[src/rtl/operand_load_ctrl.sv]
// Operand load sequencer: debounced load pulses capture the switch word into
// successive operand slots, then the full set is offered with a valid/ack handshake.
module operand_load_ctrl #(
  parameter int DATA_W  = 8,
  parameter int N_SLOTS = 2,
  localparam int IDX_W  = (N_SLOTS > 1) ? $clog2(N_SLOTS) : 1
) (
  input  logic                       clk,
  input  logic                       rst,
  input  logic                       clr,
  input  logic                       load_deb,
  input  logic [DATA_W-1:0]          sw,
  input  logic                       ack,
  output logic [N_SLOTS*DATA_W-1:0]  operands,
  output logic [IDX_W-1:0]           slot_idx,
  output logic [N_SLOTS-1:0]         slot_led,
  output logic                       valid,
  output logic                       overrun
);

  typedef enum logic [1:0] {
    S_IDLE    = 2'd0,
    S_COLLECT = 2'd1,
    S_VALID   = 2'd2
  } state_t;

  localparam logic [IDX_W-1:0] LAST_IDX = IDX_W'(N_SLOTS - 1);

  state_t           state, state_next;
  logic [IDX_W-1:0] idx_next;
  logic             overrun_next;
  logic             capture;
  logic             clear_all;

  always_comb begin
    // NOTE: every variable gets a default before any branch, so no path can infer a latch.
    state_next   = state;
    idx_next     = slot_idx;
    overrun_next = overrun;
    capture      = 1'b0;
    clear_all    = 1'b0;

    if (clr) begin
      // clr outranks any coincident load_deb or ack
      state_next   = S_IDLE;
      idx_next     = '0;
      overrun_next = 1'b0;
      clear_all    = 1'b1;
    end else begin
      unique case (state)
        S_IDLE, S_COLLECT: begin
          if (load_deb) begin
            capture = 1'b1;
            if (slot_idx == LAST_IDX) begin
              state_next = S_VALID;
              idx_next   = '0;
            end else begin
              state_next = S_COLLECT;
              idx_next   = slot_idx + 1'b1;
            end
          end
        end
        S_VALID: begin
          if (ack) begin
            state_next = S_IDLE;
          end else if (load_deb) begin
            overrun_next = 1'b1;
          end
        end
        default: begin
          state_next = S_IDLE;
          idx_next   = '0;
        end
      endcase
    end
  end

  // NOTE: sequential state uses non-blocking assignments so every flop samples pre-edge values.
  always_ff @(posedge clk or posedge rst) begin
    if (rst) begin
      state    <= S_IDLE;
      slot_idx <= '0;
      overrun  <= 1'b0;
    end else begin
      state    <= state_next;
      slot_idx <= idx_next;
      overrun  <= overrun_next;
    end
  end

  // Operand bank keeps its contents across ack; only rst/clr zero it.
  always_ff @(posedge clk or posedge rst) begin
    if (rst) begin
      operands <= '0;
    end else if (clear_all) begin
      operands <= '0;
    end else if (capture) begin
      for (int k = 0; k < N_SLOTS; k++) begin
        if (32'(slot_idx) == k) begin
          operands[k*DATA_W +: DATA_W] <= sw;
        end
      end
    end
  end

  assign valid = (state == S_VALID);

  always_comb begin
    slot_led = '0;
    for (int k = 0; k < N_SLOTS; k++) begin
      slot_led[k] = (state != S_VALID) && (32'(slot_idx) == k);
    end
  end

endmodule

[config.mk]
export PLATFORM = sky130hd
export DESIGN_NAME = operand_load_ctrl
export DESIGN_NICKNAME = d
export VERILOG_FILES = /design/src/rtl/operand_load_ctrl.sv
export SDC_FILE = /design/constraint.sdc
export NUM_CORES = 1
export LEC_CHECK = 0
export BUFFER_PORTS_ARGS = -buffer_cell sky130_fd_sc_hd__buf_2
export CAP_MARGIN = 10
export CORE_MARGIN = 8
export CORE_UTILIZATION = 50
export CTS_BUF_LIST = sky130_fd_sc_hd__clkbuf_16
export DETAILED_ROUTE_END_ITERATION = 12
export PLACE_DENSITY_LB_ADDON = 0.3
export RECOVER_POWER = 25
export SLEW_MARGIN = 5
export SYNTH_ARGS = -nofsm -noshare
export SYNTH_HDL_FRONTEND = slang
export SYNTH_SLANG_ARGS = --single-unit
[constraint.sdc]
create_clock -name clk -period 2.55 [get_ports clk]
set_input_delay 0.255 -clock clk [delete_from_list [all_inputs] [get_ports clk]]
set_output_delay 0.255 -clock clk [all_outputs]
set_load 0.1 [all_outputs]
# --- Word-level counts from Yosys, hierarchy flattened ---
# Index checks and enable logic that the tools add are counted.
word_totals:
  word_cells: 49
  register_bits: 20
  out_inout_bits: 21
  ram_bits: 0
  mem_count: 0
  latch_bits: 0
  romBits: 0
classes:
  add_sub_neg: 1
  n_lt_le_gt_ge: 0
  n_mux: 21
  eq_ne: 8
  n_shift: 0
  n_bitwise: 1
  div_mod_pow: 0
  n_mul: 0
  n_reduce_logical: 13
ops:
  columns: ["op", "n"]
  rows:
  - ["2-to-1 mux 16 bit", 2]
  - ["2-to-1 mux 8 bit", 2]
  - ["2-to-1 mux 1 bit", 11]
  - ["2-to-1 mux 2 bit", 4]
  - ["AND reduction 2 bit", 4]
  - ["nonzero test 2 bit", 4]
  - ["inequality test 2 bit (second input constant)", 3]
  - ["inequality test 3 bit (second input constant)", 2]
  - ["one-hot mux 2 bit (2 select lines)", 1]
  - ["AND reduction 3 bit", 1]
  - ["equality test 2 x 1 -> 1 bit (second input constant)", 1]
  - ["equality test 2 bit (second input constant)", 1]
  - ["logical AND 1 bit", 2]
  - ["zero test 2 bit", 1]
  - ["inequality test 2 x 1 -> 1 bit (second input constant)", 1]
  - ["one-hot mux 1 bit (2 select lines)", 1]
  - ["OR reduction 2 bit", 1]
  - ["adder 1 bit (second input constant)", 1]
  - ["inverter 1 bit", 1]

# --- Logic depth before layout (Yosys ltp) ---
# Gate-level depths: netlist (run 1).
depth:
  ltp_word: 6
  depth_mapped: 4
  mapped_depth_nobuf: 2

# --- Least setup slack after synthesis (run 1) ---
# OpenSTA, ideal clock, no wires.
synth_path:
  path_kind: "register to output"
  start: "reg state[1]"
  end: "out slot_led[0]"
  required_time_ns: 2.295
  stages_incl_launch_ff: 4
  slack_ns: -0.583
  n_path_buf: 1
  arrival_time_ns: 2.878
  cell_sequence: "dfrtp_1 > buf_2 > nor2b_1 > nor2_1"
synth_via:
  elab_chain_cells: 2
synth_rtl:
  columns: ["item", "line", "rtl"]
  rows:
  - ["from (decl)", "29", "state_t state, state_next;"]
  - ["from (signal assigned)", "85", "state <= state_next;"]
  - ["inequality test 2 bit", "111", "slot_led[k] = (state != S_VALID) && (32'(slot_idx) == k);"]
  - ["logical AND 1 bit", "111", null]
  - ["to (decl)", "16", "output logic [N_SLOTS-1:0] slot_led,"]
# Every way passes these cells.

# --- Worst setup path after layout (run 1) ---
layout_path:
  start: "reg state[1]"
  end: "out slot_led[1]"
# Same word-level chain as after synthesis.

==> impl_metrics.toml, run 1 <==
[outcome]
status = "complete, no violations"

[grt]
grt.met1_usage = 0.162
overflow = 0
use_met3 = 0.0323
grt_util_all_layers = 0.133
antenna_found_initial = 0
busiest_layer = "met2"
grt_pass1_vias = 781
grt_pass1_wl_um = 3620
use_met2 = 0.210
grt_max_degree = 30

[clock_tree]
clk_pin_slew_ns = 0.05
cts_num_sinks = 20
cts_max_level = 1
ctsHoldBuffers = 0
post_cts_buffers = 0
clk_path_buf_depth = 2
numCtsBuffers = 3
cts_tree = "done"
clkLatencyLatePin_ns = 0.25
cts_root_buf = "clkbuf_16"
cts-resized-gates = 0

[floorplan]
chipWidth_um = 60.3
core_area_mm2 = 0.00190
dieArea_mm2 = 0.00364
num_rows = 16
pin_count = 34
dieHeight_um = 60.3
start_util = 0.516

[yosys]
synth_top_family_by_area = "simple AND/OR/NAND/NOR gates"
yosys.area_share.simple = 0.247
yosys_register_bits = 20
syn_nets = 99
ys_seq_area_frac = 0.510
avgSynthCellArea_um2 = 11.4
synth_compound_area_frac = 0.0242
ys_types = 20
synth_area_um2 = 982
synthXorXnorAreaFrac = 0
synthMuxAreaShare = 0.175
synthAdderAreaFrac = 0
syn_inst = 86
ys_warn_count = 0

[route]
post-route-drc-count = 0
vias = 705
ant_nets = 0
drt-initial-drc-count = 20
wl_per_cell_um = 14.3
drt-pass1-iter-count = 4
drt-vias-per-instance = 4.93
drt-total-wl_um = 2040

[final_layout]
mostFrequentLayoutCell = "buf_2"
nets = 130
layout-drive-gt1-share = 0.353
antenna_cells = 0
most-common-layout-cells = "33 x buf_2, 27 x nand2b_1, 20 x dfrtp_1, 16 x mux2i_1, 3 x clkbuf_16"
area_growth_pct = 25.1

[critical_path]
cp.required_ns = 2.30
startpoint_type = "register"
worstSetupEndpointType = "output pin"
crit_type = "reg -> out"
arrival_ns = 1.43
crit_fanout = 9

[power]
swShare = 0.355
power.density_mw_per_mm2 = 753
pwr-share-comb = 0.275
seq_power_share = 0.380
clock_power_share = 0.345
p_int_mw = 0.597
switchingPower_mw = 0.328
leakage_nw = 0.655
ir_drop_uv = 473
power_mw = 0.925

[sta]
fmax_mhz = 593
setup_viol = 0
skew_ns = 0.00175
slew_headroom = 0.507
rsz0062_at_grt = "false"
hold_violations = 0
timing.setup.tns_ns = 0
fin_crit_sh = 0.662
whs_ns = 0.126
worstMarginPinSlew_ns = 0.739
maxSlewViolCount = 0
min_period_ns = 1.69

[flow_run]
drv_cap = 0

[place]
finalWeightedCongestion = 0.706
dp_hpwl_um = 1490
port_buffers = 33

[worst_hold_path]
hold_path.class = "in -> async"
[layer usage]
layer	vias up	routed length [um]
li1	346	-
met4	0	43
met3	6	114
met2	21	991
met1	332	894
met5	-	0
[path summary, 6_finish.rpt]
kind | start | end | slack (ns) | cells after the start
min | rst | operands[6] | 0.13 | 2
min in group clk | sw[3] | operands[11] | 0.28 | 3
max reg2reg | slot_idx | operands[7] | 1.21 | 2
max | state[1] | slot_led[1] | 0.86 | 3
max in group asynchronous | rst | operands[8] | 1.96 | 2
min reg2reg | overrun | overrun | 0.51 | 2
[critical path, cell delays in order (launching register included)]
cell and delay (ns):
dfrtp_1 0.46, nor2b_2 0.20, nor2b_2 0.10, buf_2 0.42
[cell usage after synthesis (all sizes together)]
cell type	n	area, um2
a211oi	1	7.51
a21oi	2	10.0
and3b	1	8.76
buf	2	16.3
clkbuf	5	20.0
dfrtp	20	500
inv	2	7.51
mux2	1	11.3
mux2i	16	160
nand2b	27	169
nand3b	1	7.51
nand4bb	1	11.3
nor2	1	3.75
nor2b	2	12.5
nor3b	1	12.5
o22ai	1	6.26
or3b	2	17.5
[state kept, by name (all words and copies together), names as in the netlist]
| register | cells |
|---|---|
| operands | 16 |
| slot_idx | 1 |
| state | 2 |
| overrun | 1 |
[cell families after synthesis]
family	after synthesis
AOI/OAI and AO/OA	4
buffers and inverters	9
DFF	20
muxes	17
and+or+nand+nor	36
[power groups by stage]
stage / Clock [mW] / Sequential, mW / Combinational (mW)
4_1_cts: 0.326 / 0.351 / 0.258
6_report: 0.320 / 0.351 / 0.255
3_3_place_gp: 0 / 0.355 / 0.255
2_1_floorplan: 0 / 0.473 / 0.0992
5_1_grt: 0.342 / 0.354 / 0.268
3_5_place_dp: 0 / 0.356 / 0.257
[area by class of cell]
class | count | area, um2
Clock inverter | 1 | 3.75
Clock buffer | 3 | 75.1
Inverter | 2 | 7.51
Timing Repair Buffer | 33 | 165
Multi-Input combinational cell | 57 | 443
Sequential cell | 20 | 500
Tap cell | 27 | 33.8
Fill cell | 150 | 673
[metrics by stage]
step	utilization	std cells	setup slack, ns	cell area (um2)
global placement	0.605	139	1.16	1150
CTS	0.646	143	0.851	1230
detailed placement	0.605	139	1.13	1150
finish	0.646	143	0.863	1230
floorplan	-	86	0.0135	987
global route	0.646	143	0.765	1230
Power figures use the tool's default switching activity.
==> inputs of run 2 (changes only) <==
--- a/config.mk
+++ b/config.mk
@@ -5,10 +5,11 @@
 export SDC_FILE = /design/constraint.sdc
 export NUM_CORES = 1
 export LEC_CHECK = 0
+export ABC_AREA = 1
 export BUFFER_PORTS_ARGS = -buffer_cell sky130_fd_sc_hd__buf_2
 export CAP_MARGIN = 10
 export CORE_MARGIN = 8
-export CORE_UTILIZATION = 50
+export CORE_UTILIZATION = 43
 export CTS_BUF_LIST = sky130_fd_sc_hd__clkbuf_16
 export DETAILED_ROUTE_END_ITERATION = 12
 export PLACE_DENSITY_LB_ADDON = 0.3
==> constraint.sdc (replaced) <==
create_clock -name clk -period 1.5 [get_ports clk]
set_input_delay 0.15 -clock clk [delete_from_list [all_inputs] [get_ports clk]]
set_output_delay 0.15 -clock clk [all_outputs]
set_load 0.1 [all_outputs]
==> run 2 against run 1 <==
Critical endpoint is now slot_led[0]. Via count is 26% higher. Die area grew 11%. Cell area rose by 5.7%. Area after synthesis is 0.89% lower. Cell count rose by 29%. Routed wire length rose by 14%.
==> impl_metrics.toml, run 2 <==
[critical_path]
arrival_ns = 1.21
worstSetupEndpointType = "output pin"
crit_type = "reg -> out"
startpoint_type = "register"
cp.required_ns = 1.35
crit_fanout = 4

[grt]
antenna_found_initial = 0
overflow = 0
grt_pass1_vias = 927
grt_pass1_wl_um = 3930
grt_max_degree = 25
grt_util_all_layers = 0.116

[floorplan]
start_util = 0.449
chipWidth_um = 63.6
num_rows = 17
dieArea_mm2 = 0.00404
dieHeight_um = 63.6
core_area_mm2 = 0.00217
pin_count = 34

[place]
dpl_cell_area_mm2 = 0.00121
port_buffers = 33
finalWeightedCongestion = 0.880
dp_hpwl_um = 1800

[sta]
min_period_ns = 1.36
skew_ns = 0.00422
hold_violations = 0
fmax_mhz = 734
worstMarginPinSlew_ns = 0.492
whs_ns = 0.182
slew_headroom = 0.674
rsz0062_at_grt = "false"
setup_viol = 0
maxSlewViolCount = 0
fin_crit_sh = 0.908

[yosys]
synthMuxAreaShare = 0
ys_warn_count = 0
async_reset_ff_frac = 1.00
syn_inst = 120
synthAdderAreaFrac = 0
ys.flop_type = "dfrtp_1"
yosysTopAreaCellShare = 0.514
synth_enable_flop_cells = 0
synthXorXnorAreaFrac = 0
synth_top_area_cell = "dfrtp_1"
synth_top_family_by_area = "simple AND/OR/NAND/NOR gates"
synth_compound_area_frac = 0.0103
ys_seq_area_frac = 0.514
yosys-top-cells-count = "41 x nand2_1, 20 x dfrtp_1, 19 x nand3_1"
yosysMostFrequentCell = "nand2_1"
avgSynthCellArea_um2 = 8.11
synth_area_um2 = 973
ys_types = 14
netlist_top_cells_area = "dfrtp_1 51%, nand2_1 16%, nand3_1 9.8%"
yosys.area_share.simple = 0.374
syn_nets = 133
yosys_register_bits = 20

[clock_tree]
cts_tree = "done"
clkLatencyLatePin_ns = 0.25
post_cts_buffers = 0
numCtsBuffers = 3
cts_num_sinks = 20
clk_path_buf_depth = 2
clk_pin_slew_ns = 0.05
cts_root_buf = "clkbuf_16"
cts_max_level = 1

[route]
drt-initial-drc-count = 23
post-route-drc-count = 0
ant_nets = 0
drt-vias-per-instance = 4.83
vias = 889
drt-total-wl_um = 2320
wl_per_cell_um = 12.6
drt-pass1-iter-count = 4

[final_layout]
nets = 170
antenna_cells = 0
register_area_um2 = 502
largestRegisters = "operands (16), state (2)"
mostFrequentLayoutCell = "nand2_1"
top_register = "operands"
multi_input_area_um2 = 389
layout-drive-gt1-share = 0.295
largest_reg_flops = 16
post-route-util = 0.599
final_cell_area_mm2 = 0.00130
most-common-layout-cells = "41 x nand2_1, 30 x buf_2, 19 x nand3_1, 19 x dfrtp_1, 16 x inv_1"
fill_cells = 210
area_growth_pct = 33.4

[flow_run]
drv_cap = 0

[power]
power_mw = 2.05
ir_drop_uv = 790
leakage_nw = 0.773
power.density_mw_per_mm2 = 1580

[worst_hold_path]
hold_path.class = "in -> reg"

[outcome]
status = "complete, no violations"
==> run 2: routing by layer <==
layer | global-route usage | vias to the layer above | part of all wire
li1 | - | 446 | -
met1 | 0.131 | 402 | 0.43
met2 | 0.194 | 34 | 0.48
met3 | 0.0371 | 7 | 0.066
met4 | 0.0557 | 0 | 0.023
met5 | 0 | - | 0
==> run 2: what timing repair did <==
action,in CTS,in global routing
gates resized for setup,0,0
hold buffers,1,0
setup endpoints to repair,0,0
hold endpoints to repair,9,0
==> run 2: cells by family (layout without fill, tap and decap cells) <==
kind of cell / after synthesis / count (layout)
DFF: 20 / 20
and+or+nand+nor: 78 / 78
AOI/OAI and AO/OA: 2 / 2
buffers and inverters: 20 / 56
==> run 2: power by group <==
group / internal (mW) / switching, mW
logic: 0.175 / 0.690
registers: 0.601 / 0.0439
clock network: 0.354 / 0.182
==> run 2: path summary, 6_finish.rpt <==
| path | slack, ns | end | startpoint | depth (start not counted) |
|---|---|---|---|---|
| max in group asynchronous | 0.46 | operands[3] | rst | 4 |
| min reg2reg | 0.48 | overrun | overrun | 2 |
| min in group asynchronous | 0.41 | overrun | rst | 3 |
| max reg2reg | 0.36 | operands[9] | state[1] | 5 |
| max | 0.14 | slot_led[0] | state[0] | 5 |
| min | 0.18 | overrun | ack | 4 |
==> run 2: area by class of cell <==
class,count,area share
timing repair buffer,35,0.173
sequential,20,0.386
inverter,17,0.0530
tap,28,0.0270
clock buffer,3,0.0578
multi-input combinational,80,0.300
clock inverter,1,0.00289
==> run 2: worst max-delay path: stages (launching register included) <==
cell and delay [ns]:
dfrtp_1 0.37, inv_1 0.07, nand2_1 0.06, inv_1 0.23, nor2_4 0.06, buf_12 0.17
==> run 2: per-stage QoR <==
step	cells	TNS [ns]	setup slack [ns]
floorplan	120	-0.461	-0.231
detailed placement	179	0	0.382
global route	184	0	0.0657
finish	184	0	0.138
CTS	184	0	0.117
global placement	179	0	0.414
